`src/rtl/budget_timer.sv`:
```
// Transaction budget watchdog: counts the outstanding cycle budget down in
// prescaled ticks and flags a sticky timeout (plus one-cycle irq) when it runs out.
module budget_timer #(
    parameter int CntWidth     = 16,
    parameter int PrescalerDiv = 2
) (
    input  logic                clk_i,
    input  logic                rst_i,
    input  logic                enable_i,
    input  logic                busy_i,
    input  logic [CntWidth-1:0] accum_budget_i,
    input  logic                txn_new_i,
    input  logic                txn_done_i,
    input  logic                clear_i,
    output logic [CntWidth-1:0] cnt_o,
    output logic [1:0]          state_o,
    output logic                timeout_o,
    output logic                irq_o
);

    localparam int PscW = (PrescalerDiv > 1) ? $clog2(PrescalerDiv) : 1;
    localparam logic [PscW-1:0] PscLast = PscW'(PrescalerDiv - 1);

    typedef enum logic [1:0] {
        IDLE    = 2'd0,
        COUNT   = 2'd1,
        TIMEOUT = 2'd2
    } state_t;

    state_t              state_q, state_d;
    logic [CntWidth-1:0] cnt_q, cnt_d;
    logic [PscW-1:0]     psc_q, psc_d;
    logic                timeout_q, timeout_d;
    logic                irq_q, irq_d;
    logic                tick;
    logic                reload;

    // With PrescalerDiv == 1 the prescaler is stuck at 0 == PscLast, so every cycle ticks.
    assign tick   = (psc_q == PscLast);
    assign reload = txn_new_i | txn_done_i;

    always_comb begin
        state_d   = state_q;
        cnt_d     = cnt_q;
        psc_d     = psc_q;
        timeout_d = timeout_q;
        irq_d     = 1'b0;
        case (state_q)
            IDLE: begin
                cnt_d     = '0;
                psc_d     = '0;
                timeout_d = 1'b0;
                if (!clear_i && enable_i && busy_i) begin
                    state_d = COUNT;
                    cnt_d   = accum_budget_i;
                end
            end
            COUNT: begin
                if (clear_i || !enable_i || !busy_i) begin
                    state_d = IDLE;
                    cnt_d   = '0;
                    psc_d   = '0;
                end else if (reload) begin
                    // A reload beats a coincident tick, even the one that would time out.
                    cnt_d = accum_budget_i;
                    psc_d = '0;
                end else if (tick) begin
                    psc_d = '0;
                    if (cnt_q == '0) begin
                        state_d   = TIMEOUT;
                        timeout_d = 1'b1;
                        irq_d     = 1'b1;
                    end else begin
                        cnt_d = cnt_q - CntWidth'(1);
                    end
                end else begin
                    psc_d = psc_q + PscW'(1);
                end
            end
            TIMEOUT: begin
                cnt_d     = '0;
                psc_d     = '0;
                timeout_d = 1'b1;
                if (clear_i) begin
                    state_d   = IDLE;
                    timeout_d = 1'b0;
                end
            end
            default: begin
                state_d   = IDLE;
                cnt_d     = '0;
                psc_d     = '0;
                timeout_d = 1'b0;
            end
        endcase
    end

    always_ff @(posedge clk_i or posedge rst_i) begin
        if (rst_i) begin
            state_q   <= IDLE;
            cnt_q     <= '0;
            psc_q     <= '0;
            timeout_q <= 1'b0;
            irq_q     <= 1'b0;
        end else begin
            state_q   <= state_d;
            cnt_q     <= cnt_d;
            psc_q     <= psc_d;
            timeout_q <= timeout_d;
            irq_q     <= irq_d;
        end
    end

    assign cnt_o     = cnt_q;
    assign state_o   = state_q;
    assign timeout_o = timeout_q;
    assign irq_o     = irq_q;

endmodule

```
`config.mk`:
```
export PLATFORM = sky130hd
export DESIGN_NAME = budget_timer
export DESIGN_NICKNAME = d
export VERILOG_FILES = /design/src/rtl/budget_timer.sv
export SDC_FILE = /design/constraint.sdc
export NUM_CORES = 1
export LEC_CHECK = 0
export CORE_MARGIN = 8
export CORE_UTILIZATION = 30
export DETAILED_ROUTE_END_ITERATION = 8
export GPL_TIMING_DRIVEN = 0
export HOLD_SLACK_MARGIN = 0.08
export PLACE_DENSITY = 0.56
export SETUP_SLACK_MARGIN = 0.02
export SLEW_MARGIN = 20
export SYNTH_ARGS = -nofsm -noshare
export SYNTH_HDL_FRONTEND = slang
export SYNTH_SLANG_ARGS = --single-unit
```
`constraint.sdc`:
```
create_clock -name clk_i -period 1.95 [get_ports clk_i]
set_clock_uncertainty 0.2 [all_clocks]
set_input_delay 0.39 -clock clk_i [delete_from_list [all_inputs] [get_ports clk_i]]
set_output_delay 0.39 -clock clk_i [all_outputs]
set_load 0.05 [all_outputs]
```
After elaboration in Yosys (flattened, before gate mapping)
Index checks and enable logic that the tools add are counted.

storage, ports and cells
  register bits after elaboration = 21
  output and inout bits = 20
  logic and storage cells = 61

cells by class
  add/subtract/negate cells = 2
  eq/ne operators = 13
  multiplexer cells = 28
  bitwise operators = 1
  reductions and logical operators = 12

operator list
  kind                                                                   number
  16-bit two-way mux                                                     5
  16-bit one-hot mux with 2 select lines                                 1
  16-bit logical NOT                                                     1
  16-bit by 1-bit subtractor with 16-bit output, second input constant   1
  1-bit two-way mux                                                      14
  2-bit two-way mux                                                      6
  2-bit inequality test, second input constant                           6
  3-bit inequality test, second input constant                           3
  4-bit inequality test, second input constant                           2
  2-bit one-hot mux with 3 select lines                                  1
  5-bit AND reduction                                                    1
  4-bit AND reduction                                                    1
  1-bit logical NOT                                                      3
  2-bit by 1-bit equality test with 1-bit output, second input constant  1
  2-bit equality test, second input constant                             1
  1-bit logical AND                                                      2
  2-bit logical NOT                                                      1
  1-bit logical OR                                                       2
  1-bit one-hot mux with 2 select lines                                  1
  2-bit AND reduction                                                    1
  1-bit adder, second input constant                                     1
  1-bit bitwise OR                                                       1

Depth between registers and ports, before layout
Gate-level depths: netlist of run 1.

  depth in word-level cells = 6
  gate-level depth with buffers = 9

Least setup slack after synthesis of run 1
No wires, ideal clock.

  path type = register to register
  from = reg cnt_q[0], in the netlist cnt_o[0]
  to = reg cnt_q[10], in the netlist cnt_o[10]
  arrival = 2089 ps
  data required time = 1627 ps
  slack = -462 ps
  cell stages (with the launch flop) = 8
  path buffers = 0
  cells stage by stage = dfrtp_1 -> inv_1 -> ha_1 -> or4b_4 -> nor3_4 -> a31oi_4 -> a21boi_1 -> o2bb2a_2

on the way
  word-level cells in the longest chain between the ends = 6
  elaborated cells on any way between the ends = 9

RTL lines
  item                                           RTL line  text
  start, declared                                31        logic [CntWidth-1:0] cnt_q, cnt_d;
  start signal, assigned                         107       cnt_q <= cnt_d;
  16-bit by 1-bit subtractor with 16-bit output  74        cnt_d = cnt_q - CntWidth'(1);
  16-bit two-way mux                             69        if (cnt_q == '0) begin
  16-bit two-way mux                             67        end else if (tick) begin
  16-bit two-way mux                             63        end else if (reload) begin
  16-bit two-way mux                             59        if (clear_i || !enable_i || !busy_i) begin
  16-bit one-hot mux with 2 select lines         48        case (state_q)

Several ways; a longest one is shown, not always the timed one. The select of a mux whose other input is x is not followed.
A chain may end at the register's enable or synchronous reset.

Final worst setup path of run 1
  from = reg cnt_q[1], in the netlist cnt_o[1]
  to = reg cnt_q[10], in the netlist cnt_o[10]

Same word-level chain as after synthesis.

==> metrics, run 1 <==
WHS Path Cells 1; endpoints failing setup 19; final hold vios 0; CTS tree built; total number of vias approximately 1,600; Starting Density 0.3042; GR Util met3 0.03302; share of the synthesized area in the top cell type 0.3448; CP max FO 7; Slowest cell on crit path or4b_4; die area approximately 7600 um2; core area ~5000 um2; min Tclk post-route 2196 ps; GRT Util Overall 0.1381; Synthesized Nets 198; Synth Instances approximately 170; area leader, netlist dfrtp_1; clk_lat worst skew 260 ps; maximum vdd ir drop just over 400 uV; Peak Freq approximately 0.46 GHz; number of H-tree levels 1; DRC 0; CTS Buf Count 3; Detail Route Antenna Nets 0; nets 265; Synth warnings 0; FF+latch count, synth 21; syn_area_per_cell between 8 and 9 um2; DP Area between 2000 and 2500 um2; Area contributors post-synth dfrtp_1 34%, a21oi_1 4.9%, nand2_1 3.9%; critical path, cell by cell inv_2 -> ha_4 -> or4b_4 -> nor3_4 -> a31oi_4 -> a21boi_1 -> o2bb2a_2; initial antenna violation count 0; die extent in y roughly 87 um; Crit path required time about 1900 ps; pin count of the biggest net entering global routing 22; CP Launch Type flip-flop; vias per cell ~5.3; number of global-route vias before repair about 1,600; met1 usage 0.1828; met2 usage 0.2231; Pwr per Cell Area between 800 and 900 nW/um2; post-synthesis sequential area ratio 0.3448; Slew Viols, Final 0; TritonRoute pass-1 iters 4; most used routing layer met2; Ports 43; Post-Syn Area roughly 1500 um2; number of flops mapped to enable cells by yosys 0; Die Wd just under 90 um; worst r2r src cnt_o[1]$_DFFE_PP0P_; hold_sp state_o[0]$_DFFE_PP0P_; FFs w/ async S/R, synth 1.000; reg2reg setup slack -250 ps; predominant post-synthesis flop cell dfrtp_1; CP endpoint kind flip-flop; Worst path max stage delay ~480 ps; Final TNS setup -3091 ps; WL final roughly 5300 um; Setup CP Type flip-flop to flip-flop; actual slew at the worst max-slew pin 897.4 ps; first-pass GRT wire length approximately 8300 um; Rel. slew slack 0.4011; Static Leak 0.001017 uW; Worst-path clk slew about 80 ps; hold_buf cts 0; layout overhead on the synthesized area 58.29%; Rows 26; Detailed Place HPWL approximately 3600 um; Critical R2R Capture cnt_o[10]$_DFFE_PP0P_; Port Buffers 42; Yosys cell types 54; R2R depth 7; drt wl/cell ~17 um; Hold Crit Class flip-flop to flip-flop; Max Buffers Root-to-Sink 2; grt ovf 0; failing checks negative setup slack; Worst EP arrival around 2200 ps; period utilization 1.126; Worst Slack Setup Final -246.0 ps; CTS root buf clkbuf_8; clk sinks 21; antenna cells 0; cell area after layout 2412 um2; CP Buf/Inv Count 1; Hold EP state_o[0]$_DFFE_PP0P_; CP top delay family simple AND/OR/NAND/NOR gates; DR iter-0 viols 55; GPL Wtd Cong about 0.87; Fin Hold WS roughly 360 ps; status finished, violations left; max-cap violations 0; RSZ-0062 raised after global routing yes; share of cells above drive strength 1 0.3629
synth_stat cells, types with 3 or more instances:
library cell  instances
a32o_1                3
nand3_1               5
nor4_1                3
o211ai_1              3
dfrtp_1              21
o21ai_0               7
nand2_1              16
nor3_1                5
buf_2                 4
nand4_1               3
nor3_2                3
a21oi_1              15
nor2_1               14
ha_1                  4
inv_1                 8
a21o_1                4
or3_1                 3
a31oi_1               5
where the power goes:
group	switching (uW)	internal [uW]	leakage, uW	total, uW
registers	67.6	476	0.000277	543
clock network	157	146	0.0000228	303
logic	631	456	0.000717	1090
total	856	1080	0.00102	1930
repair_timing:
action	in CTS	in global routing
gates resized for setup	41	38
pin swaps	13	11
setup buffers	15	4
cloned	1	0
setup endpoints to repair	39	27
cell families (layout without fill, tap and decap cells):
group                      Yosys count  after routing  share of synthesized area
buffers and inverters               15             81                    0.04516
AOI/OAI and AO/OA                   59             59                     0.2865
adders and majority gates            4              4                    0.03284
xor gates and xnor gates             2              2                    0.01150
and+or+nand+nor                     69             69                     0.2718
DFF                                 21             21                     0.3448
muxes                                1              1                   0.007389
final cells by class:
class	count	area, um2
well taps	70	87.58
fillers	517	2597
flip-flops and latches	21	534.3
clock buffers	4	45.04
inverters	8	30.03
plain buffers	7	67.56
multi-input cells	135	1107
repair buffers	62	540.5
worst max-delay path by stage:
stage / from / endpoint / slack, ps / cells past startpoint
floorplan: cnt_o[0]$_DFFE_PP0P_ / cnt_o[10]$_DFFE_PP0P_ / -300 / 7
global placement: txn_done_i / cnt_o[10]$_DFFE_PP0P_ / -560 / 6
detailed placement: txn_done_i / cnt_o[10]$_DFFE_PP0P_ / -560 / 6
CTS: cnt_o[1]$_DFFE_PP0P_ / cnt_o[10]$_DFFE_PP0P_ / -250 / 7
global route: cnt_o[1]$_DFFE_PP0P_ / cnt_o[8]$_DFFE_PP0P_ / -310 / 8
finish: cnt_o[1]$_DFFE_PP0P_ / cnt_o[10]$_DFFE_PP0P_ / -250 / 7
worst register-to-register path, cell delays in order, from the launching register on:
cell and delay [ps]:
dfrtp_2 430, inv_2 70, ha_4 140, or4b_4 480, nor3_4 170, a31oi_4 170
a21boi_1 170, o2bb2a_2 250
per-stage QoR:
stage / worst slack [ps] / util / total power [uW] / std cells
2_1_floorplan: -296.7 / - / 1207 / 171
3_3_place_gp: -555.2 / 0.4191 / 1467 / 283
3_5_place_dp: -563.4 / 0.4191 / 1469 / 283
4_1_cts: -253.3 / 0.4615 / 1869 / 303
5_1_grt: -313.6 / 0.4815 / 2052 / 307
6_report: -246.0 / 0.4815 / 1934 / 307
layout by cell type, fill, tap and decap left out, drive strengths merged, types with 3 or more instances in the layout:
master,n
dlygate4sd2,14
nor3,9
inv,8
clkdlybuf4s50,20
nor4,4
a21oi,15
a31oi,6
nor2,15
o211ai,3
ha,4
nand2,16
nand4,3
clkbuf,13
nand3,5
o21ai,10
a21o,4
a32o,3
or3,3
dfrtp,21
buf,24
routing by layer:
| layer | routed length (um) | vias up | part of all wire |
|---|---|---|---|
| met5 | 0 | - | 0 |
| met4 | 51 | 0 | 0.0097 |
| met3 | 317 | 6 | 0.060 |
| met2 | 2440 | 50 | 0.46 |
| met1 | 2453 | 794 | 0.47 |
| li1 | - | 789 | - |
flip-flops by register name, summed over array words and instances, names as in the netlist:
register,flops
psc_q,1
cnt_o,16
timeout_o,1
irq_o,1
state_o,2
No activity file was read; power rests on OpenSTA's default activity.
==> inputs of run 2 (changes only) <==
--- a/config.mk
+++ b/config.mk
@@ -11,6 +11,7 @@
 export GPL_TIMING_DRIVEN = 0
 export HOLD_SLACK_MARGIN = 0.08
 export PLACE_DENSITY = 0.56
+export RECOVER_POWER = 25
 export SETUP_SLACK_MARGIN = 0.02
 export SLEW_MARGIN = 20
 export SYNTH_ARGS = -nofsm -noshare
==> run 2 against run 1 <==
Compared with the run above:
- the run still ends with negative setup slack left
- core utilization unchanged
- combinational power about the same
- first-iteration DRC count did not move
- largest cell class unchanged
- sequential power about the same
- worst setup slack unchanged
- clock-buffer cell count did not move
- critical endpoint unchanged
- non-clock buffer count unchanged
- maximum frequency unchanged
- die area did not move
==> metrics, run 2 (synthesis results as in run 1) <==
status finished, violations left (unchanged); failing checks negative setup slack (unchanged); Port Buffers 42 (unchanged); Crit path required time 1910 ps (about the same); endpoints failing setup 19 (unchanged); pin count of the biggest net entering global routing 22 (unchanged); actual slew at the worst max-slew pin 897.5 ps (was 897.4 ps); Detail Route Antenna Nets 0 (unchanged); critical path, cell by cell inv_2 -> ha_4 -> or4b_4 -> nor3_4 -> a31oi_4 -> a21boi_1 -> o2bb2a_2 (unchanged); Worst Slack Setup Final -246.0 ps (unchanged); antenna cells 0 (unchanged); CTS tree built (unchanged); WL final 5262 um (was 5263 um); grt ovf 0 (unchanged); die area 7617 um2 (unchanged); final hold vios 0 (unchanged); Peak Freq 0.4554 GHz (unchanged); clk_lat worst skew 260 ps (about the same); DRC 0 (unchanged); Rows 26 (unchanged); Starting Density 0.3042 (unchanged); RSZ-0062 raised after global routing yes (unchanged); Max Buffers Root-to-Sink 2 (unchanged); max-cap violations 0 (unchanged); GPL Wtd Cong 0.8696 (unchanged); pre-CTS WS -563.4 ps (unchanged); period utilization 1.126 (unchanged); first-pass GRT wire length 8252 um (unchanged); number of global-route vias before repair 1,611 (unchanged); layout overhead on the synthesized area 58.29% (unchanged); Rel. slew slack 0.4010 (was 0.4011); Ports 43 (unchanged); Worst path max stage delay 480 ps (about the same); Setup CP Type flip-flop to flip-flop (unchanged); min Tclk post-route 2196 ps (unchanged); Final TNS setup -3091 ps (unchanged); number of H-tree levels 1 (unchanged); Die Wd 87.28 um (unchanged); total number of vias 1,639 (unchanged); GRT Util Overall 0.1381 (unchanged); TritonRoute pass-1 iters 4 (unchanged); clk sinks 21 (unchanged); die extent in y 87.28 um (unchanged); Slew Viols, Final 0 (unchanged); hold_buf cts 0 (unchanged); number of flip-flops in the largest register 16 (unchanged); nets 265 (unchanged); core area 5010 um2 (unchanged); vias per cell 5.339 (unchanged); maximum vdd ir drop 402.7 uV (unchanged); most frequent cells in the layout 19 x clkdlybuf4s50_1, 17 x buf_4, 14 x nand2_1, 14 x dfrtp_1, 14 x dlygate4sd2_1 (was 20 x clkdlybuf4s50_1, 17 x buf_4, 14 x nand2_1, 14 x dfrtp_1, 14 x dlygate4sd2_1); CTS Buf Count 3 (unchanged); Worst EP arrival 2160 ps (about the same); Pwr per Cell Area 801.5 nW/um2 (was 801.6 nW/um2); most common cell after layout, fill and taps aside clkdlybuf4s50_1 (unchanged); Slowest cell on crit path or4b_4 (unchanged); CP endpoint kind flip-flop (unchanged); Worst-path clk slew 80 ps (about the same); Fin Hold WS 360.8 ps (unchanged); Detailed Place HPWL 3631 um (unchanged); drt wl/cell 17.14 um (about the same); initial antenna violation count 0 (unchanged); Static Leak 0.001017 uW (about the same); Hold Crit Class flip-flop to flip-flop (unchanged); CP Launch Type flip-flop (unchanged); DR iter-0 viols 55 (unchanged); CTS root buf clkbuf_8 (unchanged); CP max FO 7 (unchanged); share of cells above drive strength 1 0.3629 (unchanged)
## run 2: through the flow
step / util / power, uW / instance area, um2 / cells
5_1_grt: 0.4815 / 2052 / 2412 / 307
3_3_place_gp: 0.4191 / 1467 / 2100 / 283
2_1_floorplan: - / 1207 / 1592 / 171
4_1_cts: 0.4615 / 1869 / 2312 / 303
3_5_place_dp: 0.4191 / 1469 / 2100 / 283
6_report: 0.4815 / 1933 / 2412 / 307
## run 2: final timing paths
check,from,endpoint,depth (start not counted),slack (ps)
hold / removal,state_o[0]$_DFFE_PP0P_,state_o[0]$_DFFE_PP0P_,1,360
hold reg to reg,state_o[0]$_DFFE_PP0P_,state_o[0]$_DFFE_PP0P_,1,360
setup / recovery,cnt_o[1]$_DFFE_PP0P_,cnt_o[10]$_DFFE_PP0P_,7,-250
max in group asynchronous,rst_i,cnt_o[2]$_DFFE_PP0P_,2,380
min in group asynchronous,rst_i,irq_o$_DFF_PP0_,2,560
setup reg to reg,cnt_o[1]$_DFFE_PP0P_,cnt_o[10]$_DFFE_PP0P_,7,-250
## run 2: metal layers
metal	track usage	up-vias	share of wire
li1	-	789	-
met3	0.03302	6	0.060
met2	0.2231	50	0.46
met1	0.1828	794	0.47
met4	0.02188	0	0.0097
met5	0	-	0
## run 2: critical path: cells and delay by family, from the launching register on
family | cells | cell delay, ps
AND/OR/NAND/NOR | 2 | 650
AO/OA/AOI/OAI | 3 | 590
flip-flops | 1 | 430
adder cells (fa/ha/maj) | 1 | 140
buffers and inverters | 1 | 70
## run 2: power by group
group / internal (uW) / switching [uW] / total [uW]
registers: 476 / 67.6 / 543
clock network: 146 / 157 / 303
logic: 456 / 631 / 1090
## run 2: timing repair
item | CTS | global route
cloned | 1 | 0
setup endpoints to repair | 39 | 27
buffers inserted | 15 | 4
resized for setup | 41 | 38
pin swaps | 13 | 11
## run 2: area by class of cell
cell class                 instances  area, um2
sequential                        21      534.3
inverter                           8      30.03
multi-input combinational        135       1107
clock buffer                       4      45.04
fill                             517       2597
tap                               70      87.58
timing repair buffer              62      540.5
buffer                             7      67.56
